--- config.mk ---
export PLATFORM = sky130hd
export DESIGN_NAME = alu_seq
export DESIGN_NICKNAME = d
export VERILOG_FILES = /design/src/rtl/alu_pkg.sv /design/src/rtl/alu_muldiv_iter.sv /design/src/rtl/alu_seq.sv
export SDC_FILE = /design/constraint.sdc
export NUM_CORES = 1
export LEC_CHECK = 0
export ABC_AREA = 1
export CAP_MARGIN = 10
export CORE_ASPECT_RATIO = 1.1
export CORE_MARGIN = 8
export CORE_UTILIZATION = 58
export CTS_CLUSTER_SIZE = 40
export DETAILED_ROUTE_END_ITERATION = 16
export PLACE_DENSITY = 0.84
export SETUP_SLACK_MARGIN = 0.15
export SLEW_MARGIN = 20
export SYNTH_ARGS = -nofsm -noshare
export SYNTH_HDL_FRONTEND = slang
export SYNTH_SLANG_ARGS = --single-unit
--- constraint.sdc ---
create_clock -name clk -period 3.3 [get_ports clk]
set_input_delay 0.66 -clock clk [delete_from_list [all_inputs] [get_ports clk]]
set_output_delay 0.66 -clock clk [all_outputs]
set_load 0.01 [all_outputs]
--- src/rtl/alu_pkg.sv ---
// Shared opcode encoding, sequencer states and helpers for the execute-stage ALU.
package alu_pkg;

    localparam logic [4:0] OP_ADD    = 5'b00000;
    localparam logic [4:0] OP_SUB    = 5'b10000;
    localparam logic [4:0] OP_AND    = 5'b00111;
    localparam logic [4:0] OP_OR     = 5'b00110;
    localparam logic [4:0] OP_XOR    = 5'b00100;
    localparam logic [4:0] OP_SLL    = 5'b00001;
    localparam logic [4:0] OP_SRL    = 5'b00101;
    localparam logic [4:0] OP_SRA    = 5'b10101;
    localparam logic [4:0] OP_SLT    = 5'b00010;
    localparam logic [4:0] OP_SLTU   = 5'b00011;
    localparam logic [4:0] OP_MUL    = 5'b01000;
    localparam logic [4:0] OP_MULH   = 5'b01001;
    localparam logic [4:0] OP_MULHSU = 5'b01010;
    localparam logic [4:0] OP_MULHU  = 5'b01011;
    localparam logic [4:0] OP_DIV    = 5'b01100;
    localparam logic [4:0] OP_DIVU   = 5'b01101;
    localparam logic [4:0] OP_REM    = 5'b01110;
    localparam logic [4:0] OP_REMU   = 5'b01111;

    typedef enum logic [1:0] {IDLE, MUL, DIV, FIX} state_t;

    // 01xxx is the whole multiply/divide block
    function automatic logic is_muldiv(input logic [4:0] op);
        return op[4:3] == 2'b01;
    endfunction

endpackage

--- src/rtl/alu_muldiv_iter.sv ---
// One-bit-per-cycle multiply / restoring-divide engine. Works on magnitudes and
// applies the result sign in FIX; op is opcode[2:0] of the MUL*/DIV*/REM* block.
module alu_muldiv_iter
    import alu_pkg::*;
#(
    parameter  int W   = 32,
    localparam int SHW = $clog2(W)
) (
    input  logic         clk,
    input  logic         rst,
    input  logic         kill,
    input  logic         start,
    input  logic [2:0]   op,
    input  logic [W-1:0] a,
    input  logic [W-1:0] b,
    output logic         idle,
    output logic         done,
    output logic [W-1:0] res
);

    state_t         state, nxt;
    logic [SHW-1:0] cnt;
    logic [2*W-1:0] acc, prod;
    logic [W-1:0]   mag_b, quo, rmd;
    logic [2:0]     op_q;
    logic           neg;

    logic           sa, sb;
    logic [W-1:0]   ma, mb, rem_nxt;
    logic [W:0]     sum, trial, diff;

    // Operand signedness: MULH both, MULHSU A only, DIV/REM both
    always_comb begin
        sa = a[W-1] && (op[2] ? !op[0] : (op[1] ^ op[0]));
        sb = b[W-1] && (op[2] ? !op[0] : (op[1:0] == 2'b01));
        ma = sa ? -a : a;
        mb = sb ? -b : b;
    end

    // acc = {high, low}: product while multiplying, {remainder, quotient} while dividing
    always_comb begin
        sum     = {1'b0, acc[2*W-1:W]} + (acc[0] ? {1'b0, mag_b} : '0);
        trial   = {acc[2*W-1:W], acc[W-1]};
        diff    = trial - {1'b0, mag_b};
        rem_nxt = diff[W] ? trial[W-1:0] : diff[W-1:0];
    end

    always_comb begin
        nxt = state;
        case (state)
            IDLE:    if (start) nxt = op[2] ? DIV : MUL;
            MUL,
            DIV:     if (cnt == SHW'(W-1)) nxt = FIX;
            FIX:     nxt = IDLE;
            default: nxt = IDLE;
        endcase
    end

    always_ff @(posedge clk) begin
        if (rst || kill) begin
            state <= IDLE;
            cnt   <= '0;
            acc   <= '0;
            mag_b <= '0;
            op_q  <= '0;
            neg   <= 1'b0;
        end else begin
            state <= nxt;
            case (state)
                IDLE: if (start) begin
                    cnt   <= '0;
                    acc   <= {{W{1'b0}}, ma};
                    mag_b <= mb;
                    op_q  <= op;
                    // remainder takes the dividend's sign, everything else the xor
                    neg   <= (op[2] && op[1]) ? sa : (sa ^ sb);
                end
                MUL: begin
                    acc <= {sum, acc[W-1:1]};
                    cnt <= cnt + 1'b1;
                end
                DIV: begin
                    acc <= {rem_nxt, acc[W-2:0], !diff[W]};
                    cnt <= cnt + 1'b1;
                end
                default: ;
            endcase
        end
    end

    always_comb begin
        prod = neg ? -acc : acc;
        quo  = neg ? -acc[W-1:0] : acc[W-1:0];
        rmd  = neg ? -acc[2*W-1:W] : acc[2*W-1:W];
        if (op_q[2])
            res = op_q[1] ? rmd : quo;
        else
            res = (op_q[1:0] == 2'b00) ? prod[W-1:0] : prod[2*W-1:W];
    end

    assign idle = state == IDLE;
    assign done = state == FIX;

endmodule

--- src/rtl/alu_seq.sv ---
// Handshaked execute-stage ALU: single-cycle ops and division special cases
// resolve at accept, MUL*/DIV*/REM* go through the iterative engine.
module alu_seq
    import alu_pkg::*;
#(
    parameter  int W   = 32,
    localparam int SHW = $clog2(W)
) (
    input  logic         clk,
    input  logic         rst,
    input  logic         in_valid,
    output logic         in_ready,
    input  logic [W-1:0] A,
    input  logic [W-1:0] B,
    input  logic [4:0]   opcode,
    input  logic         flush,
    output logic         out_valid,
    input  logic         out_ready,
    output logic [W-1:0] Y,
    output logic         zero
);

    logic         accept, direct, special, div_op, by0, ovf, start;
    logic         eng_idle, eng_done;
    logic [W-1:0] eng_res, alu_y, spec_y, load_y;

    assign in_ready = eng_idle && (!out_valid || out_ready);
    assign accept   = in_valid && in_ready;

    // RISC-V divide corner cases never enter the engine
    assign div_op  = opcode[4:2] == 3'b011;
    assign by0     = B == '0;
    assign ovf     = !opcode[0] && (A == {1'b1, {(W-1){1'b0}}}) && (B == '1);
    assign special = div_op && (by0 || ovf);
    assign spec_y  = by0 ? (opcode[1] ? A : '1) : (opcode[1] ? '0 : A);
    assign direct  = !is_muldiv(opcode) || special;
    assign start   = accept && !direct && !flush;

    always_comb begin
        alu_y = A + B;
        case (opcode)
            OP_SUB:  alu_y = A - B;
            OP_AND:  alu_y = A & B;
            OP_OR:   alu_y = A | B;
            OP_XOR:  alu_y = A ^ B;
            OP_SLL:  alu_y = A << B[SHW-1:0];
            OP_SRL:  alu_y = A >> B[SHW-1:0];
            OP_SRA:  alu_y = $signed(A) >>> B[SHW-1:0];
            OP_SLT:  alu_y = {{(W-1){1'b0}}, $signed(A) < $signed(B)};
            OP_SLTU: alu_y = {{(W-1){1'b0}}, A < B};
            default: ;
        endcase
    end

    assign load_y = eng_done ? eng_res : (special ? spec_y : alu_y);

    alu_muldiv_iter #(.W(W)) u_iter (
        .clk   (clk),
        .rst   (rst),
        .kill  (flush),
        .start (start),
        .op    (opcode[2:0]),
        .a     (A),
        .b     (B),
        .idle  (eng_idle),
        .done  (eng_done),
        .res   (eng_res)
    );

    // Engine completion cannot coincide with an accept since in_ready is low in FIX
    always_ff @(posedge clk) begin
        if (rst || flush) begin
            out_valid <= 1'b0;
            Y         <= '0;
            zero      <= 1'b1;
        end else if (eng_done || (accept && direct)) begin
            out_valid <= 1'b1;
            Y         <= load_y;
            zero      <= load_y == '0;
        end else if (out_ready) begin
            out_valid <= 1'b0;
        end
    end

endmodule

==> flow_metrics.tcl, run 1 <==
set metrics [dict create \
    status "stopped before the end" \
    lastStage "global routing" \
    error_message "[ERROR GRT-0116] Global routing finished with congestion. Check the congestion regions in the DRC Viewer." \
    grt_pass1_vias 43000 \
    yosysMostFrequentCell "nand2_1" \
    grt_use_total_pct 73.2 \
    htree_levels 4 \
    synth_compound_area_share_pct 21.0 \
    grt-ovfl-total 355 \
    synth_mux_area_share_pct 0 \
    io-pin-count 109 \
    syn_nets 5089 \
    synth_cell_types 55 \
    synth_top_area_share_pct 19.9 \
    synth-xor-area-share_pct 4.20 \
    seq_area_frac_synth_pct 10.9 \
    synth_edf_count 0 \
    synth_warnings 0 \
    io_buffers 108 \
    grt_max_degree 70 \
    synth_ff_type "dfxtp_1" \
    clock_sinks 141 \
    die_w_um 217 \
    synth_adder_area_share_pct 8.87 \
    yosysTopAreaCell "nand2_1" \
    synthesis.area_sq_um 25900 \
    root_buffer "clkbuf_16" \
    synth_area_per_cell_sq_um 5.35 \
    synth_area_leaders "nand2_1 20%, nand3_1 11%, dfxtp_1 11%" \
    grt_first_pass_wirelength_um 291000 \
    cts_made_buffers 17 \
    rows 81 \
    dpl_cell_area_sq_um 32400 \
    gp_congestion 1.50 \
    initial_core_util_pct 58.4 \
    cts.path.max_buffers 2 \
    synth-seq-cells 141 \
    hpwl_um 111000 \
    synthArstFlopShare_pct 0 \
    synthSimpleGateAreaFrac_pct 43.1 \
    die_h_um 238 \
    synth_top_family_by_area "simple AND/OR/NAND/NOR gates" \
    netlist_instances 4834 \
    synth_common_cells "1375 x nand2_1, 580 x nand3_1, 537 x inv_1, 490 x nor2_1, 384 x a21oi_1" \
]
-- what timing repair did --
item / 4_1_cts
hold endpoints to repair: 0
hold buffers: 0
resized for setup: 198
setup endpoints to repair: 124
pin swaps: 23
buffers inserted: 15
-- per-stage QoR --
| stage | std cells | setup slack (ps) | TNS [ps] | util (%) |
|---|---|---|---|---|
| after detailed placement | 6034 | -861 | -59240 | 73.2 |
| after CTS | 6081 | 121 | 0 | 76.3 |
| after floorplan | 4834 | 155 | 0 | - |
| after global placement | 6034 | -820 | -48510 | 73.2 |
-- cells by family after synthesis --
| kind of cell | count (synthesis) |
|---|---|
| xor+xnor | 124 |
| fa+ha+maj | 181 |
| flops | 141 |
| simple gates | 2635 |
| compound gates | 981 |
| buf+inv | 772 |
-- layer usage --
layer,overflow,track usage [%]
met5,2,42.1
met4,129,70.1
met3,36,67.2
met2,167,83.6
met1,21,72.0
==> inputs of run 2 (changes only) <==
- CORE_ASPECT_RATIO: 1.1 -> unset
- CORE_UTILIZATION: 58 -> 40
- CTS_CLUSTER_SIZE: 40 -> unset
- PLACE_DENSITY: 0.84 -> unset
- PLACE_DENSITY_LB_ADDON: unset -> 0.15
- SETUP_SLACK_MARGIN: 0.15 -> unset
- clock period: 3.3 -> 4.3 ns (I/O delays scaled with it)
==> run 2 against run 1 <==
The flow now finishes without violations. Synthesized cell count did not move. Area after synthesis stayed put.
==> flow_metrics.tcl, run 2 <==
set metrics [dict create \
    clock_latency_ps 460 \
    period_minus_slack_ps 4180 \
    layout_common_cells "1375 x nand2_1, 580 x nand3_1, 535 x inv_1, 502 x buf_4, 489 x nor2_1" \
    slowest_stage "clkdlybuf4s50_1" \
    die_h_um 270 \
    crit_top_cell "nand2_1" \
    netlist_instances 4834 \
    min_from "u_iter.mag_b[9]$_SDFFE_PP0P_" \
    regArea_sq_um 2820 \
    power.switching_w 0.00324 \
    synth_top_area_share_pct 19.9 \
    hpwl_um 128000 \
    p_leak_nw 16.4 \
    postCtsHoldBufs 0 \
    critical_path_class "input pin to flop" \
    final_net_count 5517 \
    finalSetupViolations 0 \
    cts_resized 0 \
    dr.pass1.iters 7 \
    root_buffer "clkbuf_16" \
    max-slew-margin-rel_pct 19.2 \
    reg2reg_from "u_iter.acc[31]$_SDFFE_PP0P_" \
    clock_sinks 141 \
    vias_per_cell 5.94 \
    r2r_slack_ps 640 \
    wire_per_inst_um 25.5 \
    drc 0 \
    min_path_type "flop to flop" \
    syn_nets 5089 \
    min_to "u_iter.mag_b[9]$_SDFFE_PP0P_" \
    fmax_mhz 239 \
    htree_levels 4 \
    critPathLaunchType "input pin" \
    p_int_w 0.00341 \
    cts.path.max_buffers 2 \
    die_w_um 270 \
    report.final.slew_viol_count 0 \
    synth_cell_types 55 \
    slowest_delay_ps 680 \
    status "complete, no violations" \
    yosysMostFrequentCell "nand2_1" \
    first_iter_violations 5582 \
    cts_made_buffers 17 \
    hold_depth 2 \
    multiInputGateArea_sq_um 20000 \
    finClkSkew_ps 16.5 \
    synthesis.area_sq_um 25900 \
    core-area_sq_um 64200 \
    cts_tree "built" \
    ir_worst_vdd_mv 0.221 \
    synthArstFlopShare_pct 0 \
    grt_first_pass_wirelength_um 224000 \
    r2r_cells 20 \
    clk_pin_slew_ps 70 \
    p_sw_share_pct 48.7 \
    top_regs "u_iter.acc x64, Y x32, u_iter.mag_b x32" \
    synth_warnings 0 \
    worstReg2RegEnd "u_iter.acc[52]$_SDFFE_PP0P_" \
    largest_register_ffs 64 \
    area_growth_pct 22.8 \
    rsz0062_at_grt "no" \
    finalCritPeriodShare_pct 97.2 \
    die_area_sq_um 73100 \
    wl_um 156000 \
    antenna_found_initial 8 \
    totalPowerFinal_w 0.00664 \
    synth_common_cells "1375 x nand2_1, 580 x nand3_1, 537 x inv_1, 490 x nor2_1, 384 x a21oi_1" \
    synth-seq-cells 141 \
    initial_core_util_pct 40.3 \
    p_seq_share_pct 20.7 \
    yosysTopAreaCell "nand2_1" \
    power.density_nw_per_um2 209 \
    worstPathRequired_ps 4650 \
    gp_congestion 1.13 \
    post_cts_buffers 0 \
    synth_area_leaders "nand2_1 20%, nand3_1 11%, dfxtp_1 11%" \
    final_hold_viol_count 0 \
    grt_max_degree 69 \
    grt_pass1_vias 33100 \
    final_common_cell "nand2_1" \
    cap_viol_max_count 0 \
    fill_cells 7155 \
    rows 93 \
    drive_gt1_share_pct 11.6 \
    vias 36500 \
    regMostFlops "u_iter.acc" \
    cp.arrival_ps 4530 \
    ant_nets 0 \
    worst_pin_slew_ps 1210 \
    seq_area_frac_synth_pct 10.9 \
    whs_ps 480 \
    cp_max_fo 6 \
    pwr-share-clk_pct 24.8 \
    io-pin-count 109 \
    p_comb_share_pct 54.4 \
    synth_edf_count 0 \
    grt_use_total_pct 40.6 \
    grt-ovfl-total 0 \
    crit_path_end_kind "flop" \
    synth_ff_type "dfxtp_1" \
    path_cells "clkdlybuf4s50_1 > inv_1 > ha_1 > inv_1 > buf_4 > nand2_1 > o21ai_0 > nand2_1 > nand2_1 > nor2_1 > nand2_1 > nand2_1 > nand3_1 > nand2_1 > nor2_1 > nor2_1 > nor2_1 > buf_4 > nand2_1 > o211ai_1 > inv_1" \
    io_buffers 108 \
    synth_area_per_cell_sq_um 5.35 \
]
run 2: cell counts after synthesis:
No cell type changed its count.
run 2: kinds of logic (layout without fill, tap and decap cells):
group	count (synthesis)	in the layout	synth area share, %
AND/OR/NAND/NOR	2635	2635	43.1
AO/OA/AOI/OAI	981	981	21.0
buffers and inverters	772	1213	11.9
adder cells (fa/ha/maj)	181	181	8.87
flip-flops	141	141	10.9
XOR/XNOR	124	124	4.20
other	0	8	0
run 2: worst max-delay path by stage:
| stage | from | end |
|---|---|---|
| global route | A[23] | zero$_SDFFE_PP1P_ |
| detailed placement | A[23] | zero$_SDFFE_PP1P_ |
| CTS | A[23] | zero$_SDFFE_PP1P_ |
| global placement | A[23] | zero$_SDFFE_PP1P_ |
| finish | A[24] | Y[30]$_SDFFE_PP0P_ |
| floorplan | B[4] | zero$_SDFFE_PP1P_ |
run 2: area by class of cell:
| cell class | count | area share [%] |
|---|---|---|
| diodes | 8 | 0.0630 |
| clock buffers | 17 | 1.34 |
| clock inverters | 15 | 0.626 |
| inverters | 556 | 6.58 |
| multi-input cells | 3921 | 63.0 |
| flip-flops and latches | 141 | 8.89 |
| well taps | 855 | 3.37 |
| repair buffers | 625 | 16.2 |
run 2: power groups by stage:
stage / clock (W) / sequential, W / combinational [W]
floorplan: 0 / 0.00140 / 0.00173
global placement: 0 / 0.00141 / 0.00345
detailed placement: 0 / 0.00141 / 0.00344
CTS: 0.00166 / 0.00138 / 0.00346
global route: 0.00171 / 0.00138 / 0.00380
finish: 0.00165 / 0.00138 / 0.00361
run 2: critical path: cells and delay by family:
kind	cells	cell delay, ps
and+or+nand+nor	12	1280
AOI/OAI and AO/OA	2	490
adders and majority gates	1	470
buffers and inverters	6	1410
run 2: per-layer routing:
| layer | up-vias | part of all wire (%) | routed length, um | global-route usage (%) |
|---|---|---|---|---|
| met5 | - | 0.13 | 202 | 2.02 |
| met4 | 2 | 5.5 | 8570 | 18.1 |
| met3 | 415 | 14 | 21500 | 13.0 |
| met2 | 2449 | 39 | 61000 | 57.2 |
| met1 | 16700 | 42 | 65200 | 55.5 |
| li1 | 16800 | - | - | - |
run 2: through the flow:
step | setup TNS, ps | utilization [%] | std cells | worst slack (ps) | cell area (sq um)
floorplan | 0 | - | 4834 | 687 | 25900
global placement | -720 | 48.4 | 6098 | -260 | 31100
detailed placement | -521 | 48.4 | 6098 | -176 | 31100
CTS | 0 | 49.4 | 6130 | 290 | 31700
global route | 0 | 49.4 | 6131 | 26.2 | 31700
finish | 0 | 49.4 | 6138 | 119 | 31800
Power figures use the tool's default switching activity.
==> variant (settings of run 2) <==
Encoding of `state_t`: now Gray code (2 bits for 4 states).
--- a/src/rtl/alu_pkg.sv
+++ b/src/rtl/alu_pkg.sv
@@ -20,7 +20,7 @@
     localparam logic [4:0] OP_REM    = 5'b01110;
     localparam logic [4:0] OP_REMU   = 5'b01111;
 
-    typedef enum logic [1:0] {IDLE, MUL, DIV, FIX} state_t;
+    typedef enum logic [1:0] {IDLE = 2'b00, MUL = 2'b01, DIV = 2'b11, FIX = 2'b10} state_t;
 
     // 01xxx is the whole multiply/divide block
     function automatic logic is_muldiv(input logic [4:0] op);
Check against the original RTL: same outputs for any inputs over 4 cycles, from zero or initial values; so few cycles prove little.
==> variant against run 2 <==
Count of clock-buffer cells in the layout grew 2. Highest routed layer unchanged. Critical endpoint is now zero$_SDFFE_PP1P_. Clock skew grew 0.0085 ns. Synthesized cell count shrank 1.2%. Synthesized area shrank 1.3%. Design area shrank 0.36%. Worst setup slack gained 0.11 ns. Power shrank 5.1%. Wire length grew 1.6%. Sequential cell count is the same.
==> variant: results (changes against run 2) <==
DETAILED ROUTING
------------------------------------------------------------------------
Total detailed-routing wirelength                             159,000 um   +1.6%
Starting DRC count in detailed routing                             5,422   -2.9%
Via count                                                         36,200   -0.77%

LAYOUT
------------------------------------------------------------------------
Total number of multi-input combinational cells                    3,875   -1.2%
Multi-input gate share of the layout cell area                     62.4%   -0.53 points
Post-layout net count                                              5,477   -0.73%
Number of clock buffers in the layout                                 19   +2
Sequential cell count of the final layout                            141   unchanged
Non-clk invs                                                         551   -0.90%
Area Growth Syn to Fin                                             23.9%
Clock-cell share of area                                           1.78%   -0.19 points
Fillers                                                            7,047   -1.5%
Area share of buffers outside the clock network                    17.0%   +0.79 points
Layout cell share with drive strength beyond 1                     12.6%   +0.96 points
Number of antenna cells inserted                                       1   -7

GLOBAL ROUTE
------------------------------------------------------------------------
First-pass GRT wire length                                    225,000 um   +0.57%
Total Routing Usage GR                                             42.6%   +2.0 points
Initial antenna violation count                                        4   -4
Vias in the first global route                                    32,700   -1.2%
Largest net degree at the start of global routing                     89   +29%

SYNTH
------------------------------------------------------------------------
Library cells used by synthesis                                       62   +13%
Number of nets in the synthesized netlist                          5,028   -1.2%
Most common library cells after synthesis                   sky130_fd_sc_hd__nand2_1, sky130_fd_sc_hd__nand3_1, sky130_fd_sc_hd__inv_1
Sequential element share of the synthesized area                   11.1%   +0.14 points
Post-synthesis area per instance                               5.35 um^2   -0.12%
Dominant cells by area after synthesis                      sky130_fd_sc_hd__nand2_1, sky130_fd_sc_hd__nand3_1, sky130_fd_sc_hd__dfxtp_1, sky130_fd_sc_hd__ha_1, sky130_fd_sc_hd__inv_1
Top cell type's share of synthesized area                          20.8%   +0.80 points

PLACE
------------------------------------------------------------------------
Placed Cells                                                       6,054   -0.72%
Post-detailed-placement cell area                            31,100 um^2   -0.13%
HPWL after detailed placement                                 132,000 um   +2.7%
Post-placement worst setup slack                               -0.202 ns   -0.0252 ns
Final weighted congestion in routability-driven placement           1.13   -0.38%

STA
------------------------------------------------------------------------
Worst Clk Skew                                                 0.0250 ns   +0.00848 ns
Relative slew slack                                                25.0%   +5.8 points

WORST SETUP PATH
------------------------------------------------------------------------
Critical Path Max Stage Delay                                    0.60 ns   -0.08 ns
Beginning of the critical path                                      B[0]
Maximum fanout along the worst path                                    5   -1
R2R cell count                                                        23   +15%
CP top delay family                                         simple AND/OR/NAND/NOR gates

DIE
------------------------------------------------------------------------
Chip width                                                        269 um   -0.60%

POWER AND IR DROP
------------------------------------------------------------------------
Cell leakage power                                               16.3 nW   -0.39%

CLOCKING
------------------------------------------------------------------------
Clock Latency Late Sink                                          0.49 ns   +0.03 ns

HOLD PATH
------------------------------------------------------------------------
Hold Crit Start                                             u_iter.cnt[4]$_SDFFE_PP0P_

OUTCOME
------------------------------------------------------------------------
Run status                                                  finished clean

[variant: layer usage]
metal / track usage (%) / wire length (um)
met2: 58.6 / 60900
met1: 58.2 / 66000
met5: 0 / 38
met4: 22.6 / 10100
met3: 13.9 / 22000
[variant: final timing paths]
check / endpoint / slack [ns]
max: zero$_SDFFE_PP1P_ / 0.23
min: u_iter.cnt[4]$_SDFFE_PP0P_ / 0.48
max reg2reg: u_iter.acc[56]$_SDFFE_PP0P_ / 0.83
min reg2reg: u_iter.cnt[4]$_SDFFE_PP0P_ / 0.48
[variant: cells by family after synthesis]
group | count (synthesis) | synth area share (%)
AO/OA/AOI/OAI | 950 | 21.1
XOR/XNOR | 110 | 3.77
adder cells (fa/ha/maj) | 176 | 8.74
buffers and inverters | 762 | 11.7
flip-flops | 141 | 11.1
AND/OR/NAND/NOR | 2639 | 43.7
[variant: where the power goes]
part / switching (mW) / internal [mW]
registers: 0.0295 / 1.33
clock network: 0.761 / 0.809
logic: 2.25 / 1.12
